--- src/rtl/ram_1p_arbiter.sv ---
// Shares one synchronous single-port RAM between requesters A and B with
// round-robin arbitration, read-response routing and optional zero-fill after reset.
//
// state    | meaning
// ST_SCRUB | writing zero to every word, one per cycle; no grants
// ST_RUN   | arbitrating A/B every cycle
module ram_1p_arbiter #(
   parameter int Width = 32,
   parameter int Depth = 128,
   parameter bit ScrubOnReset = 1'b1,
   localparam int Aw = $clog2(Depth)
) (
   input  logic             clk_i,
   input  logic             rst_ni,
   input  logic             a_req_i,
   output logic             a_gnt_o,
   input  logic             a_write_i,
   input  logic [Aw-1:0]    a_addr_i,
   input  logic [Width-1:0] a_wdata_i,
   input  logic [Width-1:0] a_wmask_i,
   output logic             a_rvalid_o,
   output logic [Width-1:0] a_rdata_o,
   output logic             a_rerror_o,
   input  logic             b_req_i,
   output logic             b_gnt_o,
   input  logic             b_write_i,
   input  logic [Aw-1:0]    b_addr_i,
   input  logic [Width-1:0] b_wdata_i,
   input  logic [Width-1:0] b_wmask_i,
   output logic             b_rvalid_o,
   output logic [Width-1:0] b_rdata_o,
   output logic             b_rerror_o,
   output logic             ram_req_o,
   output logic             ram_write_o,
   output logic [Aw-1:0]    ram_addr_o,
   output logic [Width-1:0] ram_wdata_o,
   output logic [Width-1:0] ram_wmask_o,
   input  logic [Width-1:0] ram_rdata_i,
   output logic             init_done_o
);

   typedef enum logic {ST_SCRUB, ST_RUN} state_e;

   localparam state_e        StReset  = ScrubOnReset ? ST_SCRUB : ST_RUN;
   localparam logic [Aw:0]   DepthW   = (Aw+1)'(Depth);
   localparam logic [Aw-1:0] LastAddr = Aw'(Depth - 1);

   state_e        state, state_nxt;
   logic [Aw-1:0] scrub_cnt, scrub_cnt_nxt;
   logic          prio_b, prio_b_nxt;
   logic          rsp_valid, rsp_valid_nxt;
   logic          rsp_owner_b, rsp_owner_b_nxt;
   logic          rsp_error, rsp_error_nxt;
   logic          sel_b;
   logic          addr_ok;

   always_ff @(posedge clk_i or negedge rst_ni) begin
      if (!rst_ni) begin
         state       <= StReset;
         scrub_cnt   <= '0;
         prio_b      <= 1'b0;
         rsp_valid   <= 1'b0;
         rsp_owner_b <= 1'b0;
         rsp_error   <= 1'b0;
      end else begin
         state       <= state_nxt;
         scrub_cnt   <= scrub_cnt_nxt;
         prio_b      <= prio_b_nxt;
         rsp_valid   <= rsp_valid_nxt;
         rsp_owner_b <= rsp_owner_b_nxt;
         rsp_error   <= rsp_error_nxt;
      end
   end

   always_comb begin
      state_nxt       = state;
      scrub_cnt_nxt   = scrub_cnt;
      prio_b_nxt      = prio_b;
      rsp_valid_nxt   = 1'b0;
      rsp_owner_b_nxt = 1'b0;
      rsp_error_nxt   = 1'b0;
      a_gnt_o         = 1'b0;
      b_gnt_o         = 1'b0;
      sel_b           = 1'b0;
      addr_ok         = 1'b0;
      ram_req_o       = 1'b0;
      ram_write_o     = a_write_i;
      ram_addr_o      = a_addr_i;
      ram_wdata_o     = a_wdata_i;
      ram_wmask_o     = a_wmask_i;
      case (state)
         ST_SCRUB: begin
            ram_req_o     = 1'b1;
            ram_write_o   = 1'b1;
            ram_addr_o    = scrub_cnt;
            ram_wdata_o   = '0;
            ram_wmask_o   = '1;
            scrub_cnt_nxt = scrub_cnt + Aw'(1);
            if (scrub_cnt == LastAddr) begin
               state_nxt     = ST_RUN;
               scrub_cnt_nxt = '0;
            end
         end
         ST_RUN: begin
            // prio_b only matters when both request
            a_gnt_o     = a_req_i & (~b_req_i | ~prio_b);
            b_gnt_o     = b_req_i & (~a_req_i | prio_b);
            sel_b       = b_gnt_o;
            ram_write_o = sel_b ? b_write_i : a_write_i;
            ram_addr_o  = sel_b ? b_addr_i  : a_addr_i;
            ram_wdata_o = sel_b ? b_wdata_i : a_wdata_i;
            ram_wmask_o = sel_b ? b_wmask_i : a_wmask_i;
            addr_ok     = {1'b0, ram_addr_o} < DepthW;
            if (a_gnt_o | b_gnt_o) begin
               prio_b_nxt = a_gnt_o;
               ram_req_o  = addr_ok;
               if (!ram_write_o) begin
                  rsp_valid_nxt   = 1'b1;
                  rsp_owner_b_nxt = sel_b;
                  rsp_error_nxt   = ~addr_ok;
               end
            end
         end
         default: state_nxt = StReset;
      endcase
   end

   assign init_done_o = (state == ST_RUN);

   assign a_rvalid_o = rsp_valid & ~rsp_owner_b;
   assign b_rvalid_o = rsp_valid & rsp_owner_b;
   assign a_rerror_o = a_rvalid_o & rsp_error;
   assign b_rerror_o = b_rvalid_o & rsp_error;
   assign a_rdata_o  = (a_rvalid_o & ~rsp_error) ? ram_rdata_i : '0;
   assign b_rdata_o  = (b_rvalid_o & ~rsp_error) ? ram_rdata_i : '0;

endmodule

--- config.mk ---
export PLATFORM = sky130hd
export DESIGN_NAME = ram_1p_arbiter
export DESIGN_NICKNAME = d
export VERILOG_FILES = /design/src/rtl/ram_1p_arbiter.sv
export SDC_FILE = /design/constraint.sdc
export NUM_CORES = 1
export LEC_CHECK = 0
export BUFFER_PORTS_ARGS = -buffer_cell sky130_fd_sc_hd__buf_2
export CORE_AREA = 5 5 123 125
export DETAILED_ROUTE_END_ITERATION = 6
export DIE_AREA = 0 0 128 130
export SYNTH_ARGS = -nofsm -noshare
export SYNTH_HDL_FRONTEND = slang
export SYNTH_SLANG_ARGS = --single-unit
--- constraint.sdc ---
create_clock -name clk_i -period 1.75 [get_ports clk_i]
set_input_delay 0.35 -clock clk_i [delete_from_list [all_inputs] [get_ports clk_i]]
set_output_delay 0.35 -clock clk_i [all_outputs]
set_load 0.03 [all_outputs]
==> results.json <==
{
  "status": "finished, violations left",
  "violations": "setup timing",
  "rr_startpoint": "init_done_o",
  "track_usage": 0.149,
  "cts_tree": "done",
  "hold_class": "input port to register",
  "yosysUniqueCellTypes": 39,
  "wirelength_mm": 14.7,
  "cts_sinks": 11,
  "hold_ws_ns": 0.342,
  "wl_per_cell_um": 16.7,
  "startpoint_type": "register",
  "coreArea_mm2": 0.0138,
  "layout_common_cells": "buf_2 (216), buf_6 (69), nand3_1 (68)",
  "antenna_found_initial": 3,
  "final_common_cell": "buf_2",
  "synth-xor-area-share": 0.0109,
  "endpoint_kind": "output pin",
  "ctsRootBufferMaster": "clkbuf_16",
  "cp_max_fo": 22,
  "power_frac_clock": 0.338,
  "fin_skew_ns": 0.00284,
  "syn_avg_cell_area_um2": 6.20,
  "critical_path_class": "register to output pin",
  "max_freq_ghz": 0.534,
  "grt_pass1_vias": 4032,
  "syn_inst": 390,
  "synth_compound_area_frac": 0.269,
  "rows": 43,
  "setup_viol": 72,
  "tns_ns": -5.40,
  "p_leak_uw": 0.00260,
  "combPwrFrac": 0.456,
  "port_buffers": 321,
  "p_int_uw": 840,
  "drtAntennaViolNets": 0,
  "fin_area_mm2": 0.00533,
  "synth-seq-cells": 11,
  "cts_buffer_depth": 2,
  "grt_setup_unrepaired": "yes",
  "grt_pass1_wl_mm": 20.4,
  "p_sw_uw": 397,
  "post-dp-hpwl_mm": 11.1,
  "power_uw": 1240,
  "io_pins": 324,
  "post-route-period-util": 1.07,
  "power_density_mw_per_mm2": 232,
  "r2r_slack_ns": 0.35,
  "syn2layout_area_growth_pct": 121,
  "hold_start": "b_write_i",
  "synth_area_mm2": 0.00242,
  "cts_buffers": 3,
  "clock_latency_ns": 0.24,
  "drive_above_1_share": 0.625,
  "nets": 880,
  "clk_pin_slew_ns": 0.04,
  "required_ns": 1.40,
  "setup.worst_path.start": "prio_b",
  "fin_util": 0.387,
  "vias": 4237,
  "htree_levels": 1,
  "synthAdderAreaFrac": 0.00518,
  "synth-simple-area-share": 0.470,
  "place.gp.congestion": 0.771,
  "die_w_um": 128,
  "worst_slack_ns": -0.123,
  "die-area_mm2": 0.0166,
  "avgViaCountPerCell": 4.81,
  "finalCriticalPeriod_ns": 1.87,
  "initial_utilization": 0.175,
  "first_pass_iters": 4,
  "cap_viol_max_count": 0,
  "crit_arrival_ns": 1.52,
  "seq_area_frac_synth": 0.114,
  "seq_power_share": 0.206,
  "placed_area_mm2": 0.00434,
  "die_h_um": 130,
  "slew_viol_final": 0,
  "grt-ovfl-total": 0,
  "hold_viol_final": 0,
  "vdd_drop_max_mv": 0.279,
  "p_sw_frac": 0.321,
  "muxShareOfSynthArea": 0,
  "grt_max_degree": 47,
  "drc_errors": 0,
  "final.fill_count": 1413,
  "ys_warn_count": 0,
  "drtIter0Drc": 198,
  "synth_top_family_by_area": "simple AND/OR/NAND/NOR gates"
}
registers in the layout (all words and copies together) (netlist names):
signal and flops:
rsp_owner_b 1, init_done_o 1, rsp_valid 1, scrub_cnt 7
prio_b 1
critical path, stage by stage, from the launching register on:
cell and delay (ns):
dfrtp_2 0.43, nor2b_4 0.16, buf_12 0.15, buf_12 0.16
nor3_1 0.07, o21ai_1 0.13, buf_4 0.18
logic make-up (layout without fill, tap and decap cells):
group,count (synthesis),in the layout
AND/OR/NAND/NOR,196,196
AO/OA/AOI/OAI,117,117
buffers and inverters,61,368
flip-flops,11,11
XOR/XNOR,3,3
adder cells (fa/ha/maj),1,1
other,1,4
metal layers:
| layer | wire length [um] | part of all wire | GRT usage | up-vias |
|---|---|---|---|---|
| met5 | 0 | 0 | 0 | - |
| met4 | 564 | 0.038 | 0.0487 | 0 |
| met3 | 1300 | 0.088 | 0.0344 | 32 |
| met1 | 5300 | 0.36 | 0.168 | 1937 |
| met2 | 7560 | 0.51 | 0.277 | 243 |
| li1 | - | - | - | 2025 |
synth_stat cells (all sizes together):
library cell | instances | area share
o41ai | 1 | 0.0036
conb | 1 | 0.0016
nand3 | 98 | 0.22
a31oi | 1 | 0.0026
nor4 | 1 | 0.0052
o21a | 1 | 0.0031
dfrtp | 11 | 0.11
o211ai | 1 | 0.0031
nand4 | 8 | 0.021
o22ai | 1 | 0.0026
clkbuf | 19 | 0.030
a21oi | 34 | 0.078
ha | 1 | 0.0052
a22oi | 1 | 0.0031
o21ai | 68 | 0.14
or3 | 2 | 0.0052
nor2 | 3 | 0.0057
and2 | 33 | 0.085
inv | 9 | 0.014
a211oi | 2 | 0.0062
nor3 | 2 | 0.0041
nand4b | 1 | 0.0036
nor2b | 1 | 0.0036
nand2 | 12 | 0.019
xnor2 | 3 | 0.011
buf | 33 | 0.086
and2b | 1 | 0.0031
o221ai | 7 | 0.025
nand2b | 2 | 0.0083
and3 | 32 | 0.083
path summary, 6_finish.rpt:
kind,to,depth (start not counted)
min in group asynchronous,scrub_cnt[0],2
hold / removal,rsp_owner_b,2
setup reg to reg,scrub_cnt[4],4
setup / recovery,ram_write_o,6
max in group asynchronous,init_done_o,2
hold reg to reg,scrub_cnt[5],1
power by group through the flow:
stage          sequential, uW  combinational (uW)  clock (uW)
4_1_cts                   255                 528         421
3_3_place_gp              259                 464           0
6_report                  255                 564         417
2_1_floorplan             259                 202           0
3_5_place_dp              259                 468           0
5_1_grt                   255                 617         437
through the flow:
| step | setup slack, ns | std cells |
|---|---|---|
| global placement | -0.0399 | 862 |
| detailed placement | -0.0590 | 862 |
| finish | -0.123 | 880 |
| global route | -0.202 | 880 |
| CTS | -0.160 | 876 |
| floorplan | -0.125 | 391 |
timing repair:
item	4_1_cts	5_1_grt
setup endpoints to repair	72	105
pin swaps	27	32
endpoints found under the hold margin	11	0
cloned	3	4
hold buffers	1	0
resized for setup	153	130
buffers inserted	6	0
final cells by class:
class,instances,area [um^2],area share
clock buffers,4,78.8,0.0148
multi-input cells,319,2100,0.394
flip-flops and latches,11,278,0.0521
well taps,180,225,0.0422
inverters,9,33.8,0.00634
repair buffers,355,2610,0.490
diodes,2,5.00,0.000939
Power figures use the tool's default switching activity.
